## src/rtl/rv_decode_scoreboard.sv

```systemverilog
// RV32I decode stage: valid/ready on both sides, registered uop, busy-register scoreboard.
// One cycle from accept to out_valid; fetch is stalled by downstream backpressure or RAW/WAW hazards.
module rv_decode_scoreboard #(
   parameter int XLEN           = 32,
   parameter int REG_ADDR_WIDTH = 5,
   parameter int NUM_REGS       = 32
) (
   input  logic                      clk,
   input  logic                      reset,
   input  logic                      flush,
   input  logic                      inst_valid,
   input  logic [31:0]               instruction,
   output logic                      inst_ready,
   output logic                      out_valid,
   input  logic                      out_ready,
   output logic [6:0]                instruction_type,
   output logic [2:0]                funct3,
   output logic [6:0]                funct7,
   output logic [XLEN-1:0]           immediate,
   output logic [REG_ADDR_WIDTH-1:0] rs1,
   output logic [REG_ADDR_WIDTH-1:0] rs2,
   output logic [REG_ADDR_WIDTH-1:0] rd,
   output logic                      rs1_valid,
   output logic                      rs2_valid,
   output logic                      rd_valid,
   output logic                      illegal,
   input  logic                      wb_valid,
   input  logic [REG_ADDR_WIDTH-1:0] wb_rd,
   output logic [NUM_REGS-1:0]       busy_vec
);

   localparam logic [6:0] OP_R      = 7'b0110011;
   localparam logic [6:0] OP_IMM    = 7'b0010011;
   localparam logic [6:0] OP_LOAD   = 7'b0000011;
   localparam logic [6:0] OP_JALR   = 7'b1100111;
   localparam logic [6:0] OP_STORE  = 7'b0100011;
   localparam logic [6:0] OP_BRANCH = 7'b1100011;
   localparam logic [6:0] OP_LUI    = 7'b0110111;
   localparam logic [6:0] OP_AUIPC  = 7'b0010111;
   localparam logic [6:0] OP_JAL    = 7'b1101111;
   localparam logic [6:0] OP_SYSTEM = 7'b1110011;

   typedef struct packed {
      logic [6:0]                itype;
      logic [2:0]                f3;
      logic [6:0]                f7;
      logic [XLEN-1:0]           imm;
      logic [REG_ADDR_WIDTH-1:0] rs1;
      logic [REG_ADDR_WIDTH-1:0] rs2;
      logic [REG_ADDR_WIDTH-1:0] rd;
      logic                      rs1_v;
      logic                      rs2_v;
      logic                      rd_v;
      logic                      ill;
   } uop_t;

   uop_t                uop_q, uop_d, dec;
   logic                out_valid_q, out_valid_d;
   logic [NUM_REGS-1:0] busy_q, busy_d, set_vec, clr_vec;

   logic [6:0]                opcode, f7_raw;
   logic [2:0]                f3_raw;
   logic [REG_ADDR_WIDTH-1:0] rs1_raw, rs2_raw, rd_raw;
   logic [XLEN-1:0]           imm_i, imm_s, imm_b, imm_u, imm_j, imm;
   logic                      legal, use_rs1, use_rs2, use_rd, use_f3, use_f7;
   logic                      hazard, accept;

   assign opcode  = instruction[6:0];
   assign f3_raw  = instruction[14:12];
   assign f7_raw  = instruction[31:25];
   assign rs1_raw = REG_ADDR_WIDTH'(instruction[19:15]);
   assign rs2_raw = REG_ADDR_WIDTH'(instruction[24:20]);
   assign rd_raw  = REG_ADDR_WIDTH'(instruction[11:7]);

   assign imm_i = XLEN'($signed(instruction[31:20]));
   assign imm_s = XLEN'($signed({instruction[31:25], instruction[11:7]}));
   assign imm_b = XLEN'($signed({instruction[31], instruction[7], instruction[30:25],
                                 instruction[11:8], 1'b0}));
   assign imm_u = XLEN'($signed({instruction[31:12], 12'b0}));
   assign imm_j = XLEN'($signed({instruction[31], instruction[19:12], instruction[20],
                                 instruction[30:21], 1'b0}));

   always_comb begin
      dec     = '0;
      legal   = 1'b1;
      use_rs1 = 1'b0;
      use_rs2 = 1'b0;
      use_rd  = 1'b0;
      use_f3  = 1'b0;
      use_f7  = 1'b0;
      imm     = '0;
      case (opcode)
         OP_R: begin
            legal   = (f7_raw == 7'h00) || (f7_raw == 7'h20);
            use_rs1 = 1'b1;
            use_rs2 = 1'b1;
            use_rd  = 1'b1;
            use_f3  = 1'b1;
            use_f7  = 1'b1;
         end
         OP_IMM, OP_LOAD, OP_JALR: begin
            use_rs1 = 1'b1;
            use_rd  = 1'b1;
            use_f3  = 1'b1;
            imm     = imm_i;
         end
         OP_STORE: begin
            use_rs1 = 1'b1;
            use_rs2 = 1'b1;
            use_f3  = 1'b1;
            imm     = imm_s;
         end
         OP_BRANCH: begin
            use_rs1 = 1'b1;
            use_rs2 = 1'b1;
            use_f3  = 1'b1;
            imm     = imm_b;
         end
         OP_LUI, OP_AUIPC: begin
            use_rd = 1'b1;
            imm    = imm_u;
         end
         OP_JAL: begin
            use_rd = 1'b1;
            imm    = imm_j;
         end
         OP_SYSTEM: begin
            // CSR ops read rs1 only for the register forms; the immediate forms reuse the field as uimm
            use_rd  = (f3_raw != 3'd0);
            use_rs1 = (f3_raw == 3'd1) || (f3_raw == 3'd2) || (f3_raw == 3'd3);
            use_f3  = 1'b1;
            imm     = imm_i;
         end
         default: legal = 1'b0;
      endcase

      if (legal) begin
         dec.itype = opcode;
         dec.f3    = use_f3  ? f3_raw  : '0;
         dec.f7    = use_f7  ? f7_raw  : '0;
         dec.imm   = imm;
         dec.rs1   = use_rs1 ? rs1_raw : '0;
         dec.rs2   = use_rs2 ? rs2_raw : '0;
         dec.rd    = use_rd  ? rd_raw  : '0;
         dec.rs1_v = use_rs1;
         dec.rs2_v = use_rs2;
         dec.rd_v  = use_rd && (rd_raw != '0);
      end else begin
         dec.ill = 1'b1;
      end
   end

   // No writeback bypass: a retiring register still blocks for the cycle it is written back.
   assign hazard = (dec.rs1_v & busy_q[dec.rs1]) |
                   (dec.rs2_v & busy_q[dec.rs2]) |
                   (dec.rd_v  & busy_q[dec.rd]);

   assign inst_ready = (~out_valid_q | out_ready) & ~hazard & ~flush & ~reset;
   assign accept     = inst_valid & inst_ready;

   always_comb begin
      uop_d       = uop_q;
      out_valid_d = out_valid_q;
      clr_vec     = wb_valid ? (NUM_REGS'(1) << wb_rd) : '0;
      set_vec     = (accept && dec.rd_v) ? (NUM_REGS'(1) << dec.rd) : '0;
      set_vec[0]  = 1'b0;
      busy_d      = (busy_q & ~clr_vec) | set_vec;
      if (accept) begin
         uop_d       = dec;
         out_valid_d = 1'b1;
      end else if (out_ready) begin
         out_valid_d = 1'b0;
      end
      if (flush) begin
         out_valid_d = 1'b0;
         busy_d      = '0;
      end
   end

   always_ff @(posedge clk) begin
      if (reset) begin
         uop_q       <= '0;
         out_valid_q <= 1'b0;
         busy_q      <= '0;
      end else begin
         uop_q       <= uop_d;
         out_valid_q <= out_valid_d;
         busy_q      <= busy_d;
      end
   end

   assign out_valid        = out_valid_q;
   assign instruction_type = uop_q.itype;
   assign funct3           = uop_q.f3;
   assign funct7           = uop_q.f7;
   assign immediate        = uop_q.imm;
   assign rs1              = uop_q.rs1;
   assign rs2              = uop_q.rs2;
   assign rd               = uop_q.rd;
   assign rs1_valid        = uop_q.rs1_v;
   assign rs2_valid        = uop_q.rs2_v;
   assign rd_valid         = uop_q.rd_v;
   assign illegal          = uop_q.ill;
   assign busy_vec         = busy_q;

endmodule

```

## config.mk

```make
export PLATFORM = sky130hd
export DESIGN_NAME = rv_decode_scoreboard
export DESIGN_NICKNAME = d
export VERILOG_FILES = /design/src/rtl/rv_decode_scoreboard.sv
export SDC_FILE = /design/constraint.sdc
export NUM_CORES = 1
export LEC_CHECK = 0
export CAP_MARGIN = 25
export CORE_ASPECT_RATIO = 1.5
export CORE_MARGIN = 2
export CORE_UTILIZATION = 54
export CTS_CLUSTER_DIAMETER = 100
export DETAILED_ROUTE_END_ITERATION = 8
export PLACE_DENSITY = 0.86
export SLEW_MARGIN = 20
export SYNTH_ARGS = -nofsm -noshare
export SYNTH_HDL_FRONTEND = slang
export SYNTH_SLANG_ARGS = --single-unit
export TNS_END_PERCENT = 30
```

## constraint.sdc

```tcl
create_clock -name clk -period 6.96 [get_ports clk]
set_input_delay 1.74 -clock clk [delete_from_list [all_inputs] [get_ports clk]]
set_output_delay 1.74 -clock clk [all_outputs]
set_load 0.05 [all_outputs]
```

Yosys cells after proc, flatten, opt, wreduce, memory -nomap -nowiden
Index checks and enable logic that the tools add are counted.
{ "totals": {"reg_bits": 101} }
{ "op_classes": {"order_cmp": 3, "n_eq_ne": 14, "shift": 2, "muxes": 24, "bitwise": 17, "n_reduce_logical": 17} }
{ "ops": {"columns": ["operator", "n"], "rows": [
  ["32-bit case mux with 5 select lines", 1],
  ["67-bit 2-to-1 mux", 1],
  ["32-bit 2-to-1 mux", 2],
  ["1-bit by 5-bit << shifter with 32-bit output (first input constant)", 2],
  ["32-bit bitwise AND", 1],
  ["32-bit NOT", 1],
  ["32-bit OR", 1],
  ["7-bit by 6-bit == test with 1-bit output (second input constant)", 4],
  ["7-bit == test (second input constant)", 4],
  ["5-bit by 6-bit less-than comparator with 1-bit output (second input constant)", 3],
  ["1-bit binary-select mux with 5-bit select", 3],
  ["5-bit 2-to-1 mux", 3],
  ["7-bit by 5-bit == test with 1-bit output (second input constant)", 2],
  ["7-bit OR reduction", 2],
  ["1-bit 2-to-1 mux", 9],
  ["9-bit OR reduction", 1],
  ["1-bit bitwise AND", 7],
  ["7-bit by 2-bit == test with 1-bit output (second input constant)", 1],
  ["7-bit zero test", 1],
  ["7-bit 2-to-1 mux", 1],
  ["3-bit by 2-bit == test with 1-bit output (second input constant)", 2],
  ["1-bit case mux with 2 select lines", 3],
  ["6-bit OR reduction", 1],
  ["5-bit nonzero test", 1],
  ["11 further kinds", 20]
]} }

Depth between registers and ports, before layout
Gate-level depths: netlist (run 1).
{ "logic_depth": {"word_depth": 19, "ltp_mapped": 11} }

Worst setup path before layout (run 1)
Ideal clock, no wire load.
{ "synth_path": {"path_kind": "input -> output", "start": "in instruction[17]", "end": "out inst_ready", "arrival_time_ps": 3490, "required_time_ps": 5220, "setup_slack_ps": 1730, "path_stages": 7, "n_path_buf": 1, "path_cell_list": "buf_2 mux4_2 a21oi_1 a221oi_1 o2111ai_1 o2111a_1 o21a_1"} }
{ "synth_via": {"elab_chain_len": 11} }
{ "synth_rtl": {"columns": ["element", "line", "text"], "rows": [
  ["start, declared", "12", "input logic [31:0] instruction,"],
  ["5-bit 2-to-1 mux", "142", "dec.rs1 = use_rs1 ? rs1_raw : '0;"],
  ["67-bit 2-to-1 mux", "137", "if (legal) begin"],
  ["1-bit binary-select mux with 5-bit select", "154", "assign hazard = (dec.rs1_v & busy_q[dec.rs1]) |"],
  ["1-bit 2-to-1 mux (implied by the code)", "154", null],
  ["1-bit bitwise AND", "154", null],
  ["1-bit OR", "154", null],
  ["1-bit OR", "155", "(dec.rs2_v & busy_q[dec.rs2]) |"],
  ["1-bit NOT", "158", "assign inst_ready = (~out_valid_q | out_ready) & ~hazard & ~flush & ~reset;"],
  ["1-bit bitwise AND (3 in a row)", "158", null],
  ["end, declared", "13", "output logic inst_ready,"]
]} }
No other way between the ends. The select of a mux whose other input is x is not followed.

Worst setup path in the final report (run 1)
{ "layout_path": {"start": "in instruction[22]", "end": "out inst_ready"} }
{ "layout_via": {"elab_chain_len": 11} }
{ "layout_rtl": {"columns": ["element", "line", "text"], "rows": [
  ["5-bit 2-to-1 mux", "143", "dec.rs2 = use_rs2 ? rs2_raw : '0;"],
  ["67-bit 2-to-1 mux", "137", null],
  ["1-bit binary-select mux with 5-bit select", "155", null],
  ["1-bit 2-to-1 mux (implied by the code)", "155", null],
  ["1-bit bitwise AND", "155", null],
  ["1-bit OR", "154", null],
  ["1-bit OR", "155", null],
  ["1-bit NOT", "158", null],
  ["1-bit bitwise AND (3 in a row)", "158", null]
]} }
No other way between the ends. The select of a mux whose other input is x is not followed.

==> results.py, run 1 <==
metrics = {
    "status": {
        "status": "completed",
    },
    "placed_design": {
        "dp_hpwl_mm": 13.5,
        "gp_congestion": 0.969,
        "dp.cells": 852,
        "port_buffers": 144,
    },
    "sta": {
        "fin_setup_tns_ns": 0,
        "rsz0062_at_grt": "false",
        "max_clock_freq_mhz": 160,
        "finalHoldViolCount": 0,
        "maxSlewHeadroom_pct": 41.7,
        "tightest_slew_ns": 0.874,
        "min_period_over_period_pct": 90.1,
        "finClkSkew_ns": 0.00955,
        "setup_viol": 0,
        "fin_crit_ns": 6.27,
        "drv_slew": 0,
    },
    "yosys": {
        "synthesis.area_mm2": 0.00583,
        "yosysTopAreaCell": "dfxtp_1",
        "async_flop_share_pct": 0,
        "synth.area.top_cells": "dfxtp_1 35%, mux4_2 8.5%, mux2i_1 8.1%",
        "syn_avg_cell_area_um2": 9.54,
        "yosysTopAreaCellShare_pct": 34.7,
        "synthFlopType": "dfxtp_1",
        "ys_seq_area_share_pct": 34.7,
        "synth-edff-count": 0,
        "syn-num-nets": 654,
        "syn_inst": 611,
        "ys_warn_count": 0,
        "ys_ff_latch": 101,
        "yosysUniqueCellTypes": 64,
    },
    "cts": {
        "clockBufferDepth": 2,
        "cts_made_buffers": 9,
        "cts_tree": "yes",
        "clkTransAtPathRegs_ns": 0.07,
        "clkSinkCount": 101,
        "clkLatencyLatePin_ns": 0.35,
        "htreeDepth": 3,
        "cts_hold_buf": 0,
        "cts_root_buffer": "clkbuf_16",
        "cts-resized-gates": 0,
        "post_cts_buffers": 0,
    },
    "pwr": {
        "leakage_nw": 2.80,
        "ir_drop_v": 0.000124,
        "power.density_mw_per_mm2": 165,
    },
    "hold_path": {
        "hp-class": "flop to flop",
    },
    "critical_path": {
        "cp-start-kind": "input pin",
        "arrival_ns": 4.53,
        "worstSetupPathType": "input pin to output pin",
        "end_kind": "output pin",
        "cp.required_ns": 5.22,
        "cp_max_fo": 13,
    },
    "floorplan": {
        "core_mm2": 0.0105,
        "rows": 46,
        "die_y_um": 131,
        "die_w_um": 88.8,
        "start_util_pct": 55.4,
        "io_pins": 145,
        "dieArea_mm2": 0.0117,
    },
    "detailed_routing": {
        "vias_per_cell": 6.46,
        "drt-total-wl_mm": 18.4,
        "dr.pass1.iters": 6,
        "drt_iter0_drc": 565,
        "drtAntennaViolNets": 0,
        "drc": 0,
        "wire_per_inst_um": 21.2,
        "via_count": 5604,
    },
    "global_routing": {
        "grt_pass1_vias": 5481,
        "antenna_found_initial": 0,
        "grtUsageTotal_pct": 31.6,
        "grt_overflow": 0,
        "grt_start_max_net_pins": 113,
        "grt_pass1_wl_mm": 28.7,
    },
    "layout": {
        "drive_above_1_share_pct": 8.15,
        "final_common_cell": "clkdlybuf4s50_1",
        "layoutNonFillerInstCount": 868,
        "area_delta_synth_final_pct": 29.3,
        "layout_common_cells": "142 x clkdlybuf4s50_1, 101 x dfxtp_1, 50 x nand2b_1",
        "finalNetCount": 762,
        "antenna_cells": 0,
    },
    "job": {
        "drv_cap": 0,
    },
}
==> stage by stage <==
stage | power, mW | setup slack, ns | hold slack, ns | utilization [%] | area [µm²]
6_report | 1.25 | 0.692 | 0.473 | 71.6 | 7540
3_3_place_gp | 0.734 | 0.920 | 0.461 | 68.4 | 7210
5_1_grt | 1.28 | 0.558 | 0.492 | 71.6 | 7540
4_1_cts | 1.25 | 0.776 | 0.478 | 71.6 | 7540
2_1_floorplan | 0.687 | 1.73 | 0.696 | - | 5830
3_5_place_dp | 0.739 | 0.828 | 0.466 | 68.7 | 7230
==> routing by layer <==
metal / track usage [%] / vias to the layer above / wire length, µm
li1: - / 2488 / -
met1: 37.2 / 2615 / 6450
met2: 52.3 / 406 / 9290
met3: 5.34 / 95 / 1550
met4: 18.6 / 0 / 1150
met5: 0 / - / 0
==> cell families after synthesis <==
family                    count (synthesis)  share of synthesized area [%]
DFF                                     101                           34.7
AOI/OAI and AO/OA                       126                           16.0
xor gates and xnor gates                  1                          0.150
buffers and inverters                    60                           5.54
muxes                                    94                           21.4
and+or+nand+nor                         229                           22.3
==> sequential cells by signal, indices dropped and copies added (netlist names) <==
register and count:
instruction_type 7, out_valid 1, funct7 7, immediate 32, rs1_valid 1, rd 5
rs2_valid 1, illegal 1, rs2 5, funct3 3, rd_valid 1, busy_vec 32
rs1 5
==> area by class of cell <==
class,instances,area [µm²]
multi-input cells,450,3490
clock inverters,7,80.1
well taps,144,180
fillers,792,2990
inverters,7,26.3
repair buffers,150,1510
clock buffers,9,225
flip-flops and latches,101,2020
==> worst max-delay path, stage by stage <==
cell and delay, ns:
clkdlybuf4s50_1 1.00, mux4_2 0.60, mux2i_1 0.19, mux2i_1 0.14, o2111ai_1 0.15, o2111a_1 0.33
o21a_1 0.17, buf_4 0.20
==> cells in the mapped netlist (5+ instances only) <==
master,count
mux4_2,22
mux2i_1,47
o31ai_1,21
buf_2,12
o41ai_1,8
nor3_1,5
dfxtp_1,101
o211ai_1,25
inv_1,6
nand2_1,37
nor2b_1,31
clkbuf_1,29
a21oi_1,25
and3b_1,6
a22oi_1,5
nand3_1,14
mux2_1,25
nand4_1,6
nand3b_1,12
nand2b_1,50
nor2_1,40
buf_6,7
o311ai_0,8
==> worst paths after layout <==
kind	start	endpoint	slack, ns	depth (start not counted)
worst max-delay path	instruction[22]	inst_ready	0.69	8
worst min-delay path	instruction_type[5]	instruction_type[5]	0.47	2
worst max register to register	busy_vec[19]	immediate[23]	4.22	8
worst min register to register	instruction_type[5]	instruction_type[5]	0.47	2
==> report_power, final <==
group          internal, mW  switching (mW)
Combinational        0.0588          0.0911
Sequential            0.579        0.000880
Clock                 0.285           0.232
Power figures use the tool's default switching activity.
==> run 2, diff against run 1 <==
Settings changed: CORE_UTILIZATION 54 to 42, PLACE_DENSITY 0.86 to 0.69.
==> run 2 against run 1 <==
Flip-flop and latch count is the same. Largest cell class unchanged. Fmax grew 2.2%. Wire length grew 2.9%. Clock-buffer cell count grew 2. Largest power group unchanged. Highest routed layer unchanged. Register-to-register slack lost 0.10 ns.
==> results.py, run 2 (synthesis gave the netlist of run 1 again) <==
metrics = {
    "status": {
        "status": "completed",
    },
    "detailed_routing": {
        "vias_per_cell": 6.07,
        "via_count": 5412,
        "drc": 0,
        "drt-total-wl_mm": 19.0,
        "drt_iter0_drc": 305,
        "wire_per_inst_um": 21.3,
        "dr.pass1.iters": 7,
        "drtAntennaViolNets": 0,
    },
    "layout": {
        "post-route-util_pct": 55.8,
        "seqCellArea_mm2": 0.00202,
        "layoutNonFillerInstCount": 891,
        "nFillCells": 1236,
        "multi_input_comb_area_mm2": 0.00349,
        "final_common_cell": "clkdlybuf4s50_1",
        "drive_above_1_share_pct": 8.64,
        "finalNetCount": 768,
        "antenna_cells": 0,
        "layout_common_cells": "142 x clkdlybuf4s50_1, 101 x dfxtp_1, 50 x nand2b_1",
        "area_delta_synth_final_pct": 29.4,
    },
    "cts": {
        "htreeDepth": 3,
        "cts_tree": "yes",
        "post_cts_buffers": 0,
        "clkLatencyLatePin_ns": 0.35,
        "cts_root_buffer": "clkbuf_16",
        "clockBufferDepth": 2,
        "clkTransAtPathRegs_ns": 0.07,
        "cts_made_buffers": 9,
        "cts_hold_buf": 0,
        "clkSinkCount": 101,
        "cts-resized-gates": 0,
    },
    "critical_path": {
        "crit_buf_inv": 2,
        "path_delay_family": "buffers and inverters",
        "arrival_ns": 4.39,
        "cp.required_ns": 5.22,
        "cp_max_fo": 14,
        "crit_chain": "clkdlybuf4s50_1 -> mux4_2 -> o22a_1 -> o2111ai_1 -> o2111a_1 -> o21a_1 -> buf_4",
        "slowest_delay_ns": 0.91,
        "worstSetupPathType": "input pin to output pin",
        "slowest_stage": "clkdlybuf4s50_1",
        "cp-start-kind": "input pin",
        "end_kind": "output pin",
    },
    "pwr": {
        "p_int_mw": 0.892,
        "power.total_mw": 1.21,
        "combPwrFrac_pct": 12.4,
        "p_sw_share_pct": 26.2,
        "clock_power_share_pct": 39.6,
        "power_frac_seq_pct": 48.0,
        "power.density_mw_per_mm2": 160,
        "ir_drop_v": 0.000102,
        "leakage_nw": 2.79,
        "switching_power_mw": 0.316,
    },
    "hold_path": {
        "hp-class": "flop to flop",
    },
    "global_routing": {
        "antenna_found_initial": 0,
        "grt_pass1_vias": 5325,
        "grt_start_max_net_pins": 113,
        "grt_overflow": 0,
        "grtUsageTotal_pct": 25.3,
        "grt_pass1_wl_mm": 29.1,
    },
    "sta": {
        "finClkSkew_ns": 0.00744,
        "tightest_slew_ns": 0.928,
        "drv_slew": 0,
        "max_clock_freq_mhz": 163,
        "fin_setup_tns_ns": 0,
        "setup_ws_ns": 0.827,
        "fin_crit_ns": 6.13,
        "maxSlewHeadroom_pct": 38.1,
        "min_period_over_period_pct": 88.1,
        "rsz0062_at_grt": "false",
        "finalHoldViolCount": 0,
        "setup_viol": 0,
    },
    "placed_design": {
        "dp_slack_ns": 0.835,
        "dp_hpwl_mm": 14.4,
        "dp.cells": 876,
        "gp_congestion": 0.877,
        "port_buffers": 144,
    },
    "floorplan": {
        "rows": 52,
        "core_mm2": 0.0135,
        "io_pins": 145,
        "die_y_um": 148,
        "start_util_pct": 43.1,
        "dieArea_mm2": 0.0149,
        "die_w_um": 100,
    },
    "job": {
        "drv_cap": 0,
    },
}
## run 2: changes by cell type in the layout (fill, tap and decap cells not counted), sizes merged
| cell | change |
|---|---|
| buf | +6 |
| inv | -3 |
| clkbuf | +2 |
| bufinv | -1 |
| clkinv | +1 |
## run 2: area by class of cell
type                       count  share of cell area [%]
clock buffer                  11                    3.22
clock inverter                 4                   0.448
inverter                       7                   0.348
multi-input combinational    450                    46.3
sequential                   101                    26.8
tap                          162                    2.69
timing repair buffer         156                    20.2
## run 2: worst paths after layout
path / slack, ns / from / depth (start not counted) / endpoint
setup reg to reg: 4.12 / busy_vec[16] / 8 / immediate[27]
hold / removal: 0.47 / instruction_type[5] / 2 / instruction_type[5]
setup / recovery: 0.83 / instruction[8] / 7 / inst_ready
hold reg to reg: 0.47 / instruction_type[5] / 2 / instruction_type[5]
## run 2: routing by layer
| layer | routed length (µm) | part of all wire [%] | vias to the layer above | track usage, % |
|---|---|---|---|---|
| met3 | 1120 | 5.9 | 53 | 3.95 |
| met2 | 10100 | 53 | 243 | 45.5 |
| met4 | 674 | 3.6 | 0 | 10.7 |
| met5 | 0 | 0 | - | 0 |
| met1 | 7060 | 37 | 2622 | 29.3 |
| li1 | - | - | 2494 | - |
## run 2: power groups by stage
stage	Combinational (mW)	Clock, mW	Sequential (mW)
2_1_floorplan	0.0874	0	0.600
3_3_place_gp	0.146	0	0.593
3_5_place_dp	0.148	0	0.594
4_1_cts	0.148	0.486	0.580
5_1_grt	0.159	0.511	0.580
6_report	0.150	0.478	0.580
## run 2: stage by stage
step           area, µm²  hold slack (ns)
2_1_floorplan       5830            0.696
3_3_place_gp        7270            0.462
3_5_place_dp        7270            0.468
4_1_cts             7550            0.480
5_1_grt             7550            0.495
6_report            7550            0.475
## run 2: worst reg2reg max path, stage by stage (launching register included)
cell and delay, ns:
dfxtp_1 0.46, mux4_2 0.28, a21oi_1 0.06, a221oi_1 0.36
o2111ai_1 0.17, o2111a_1 0.20, o211ai_4 0.32, buf_4 0.51
mux2_1 0.38
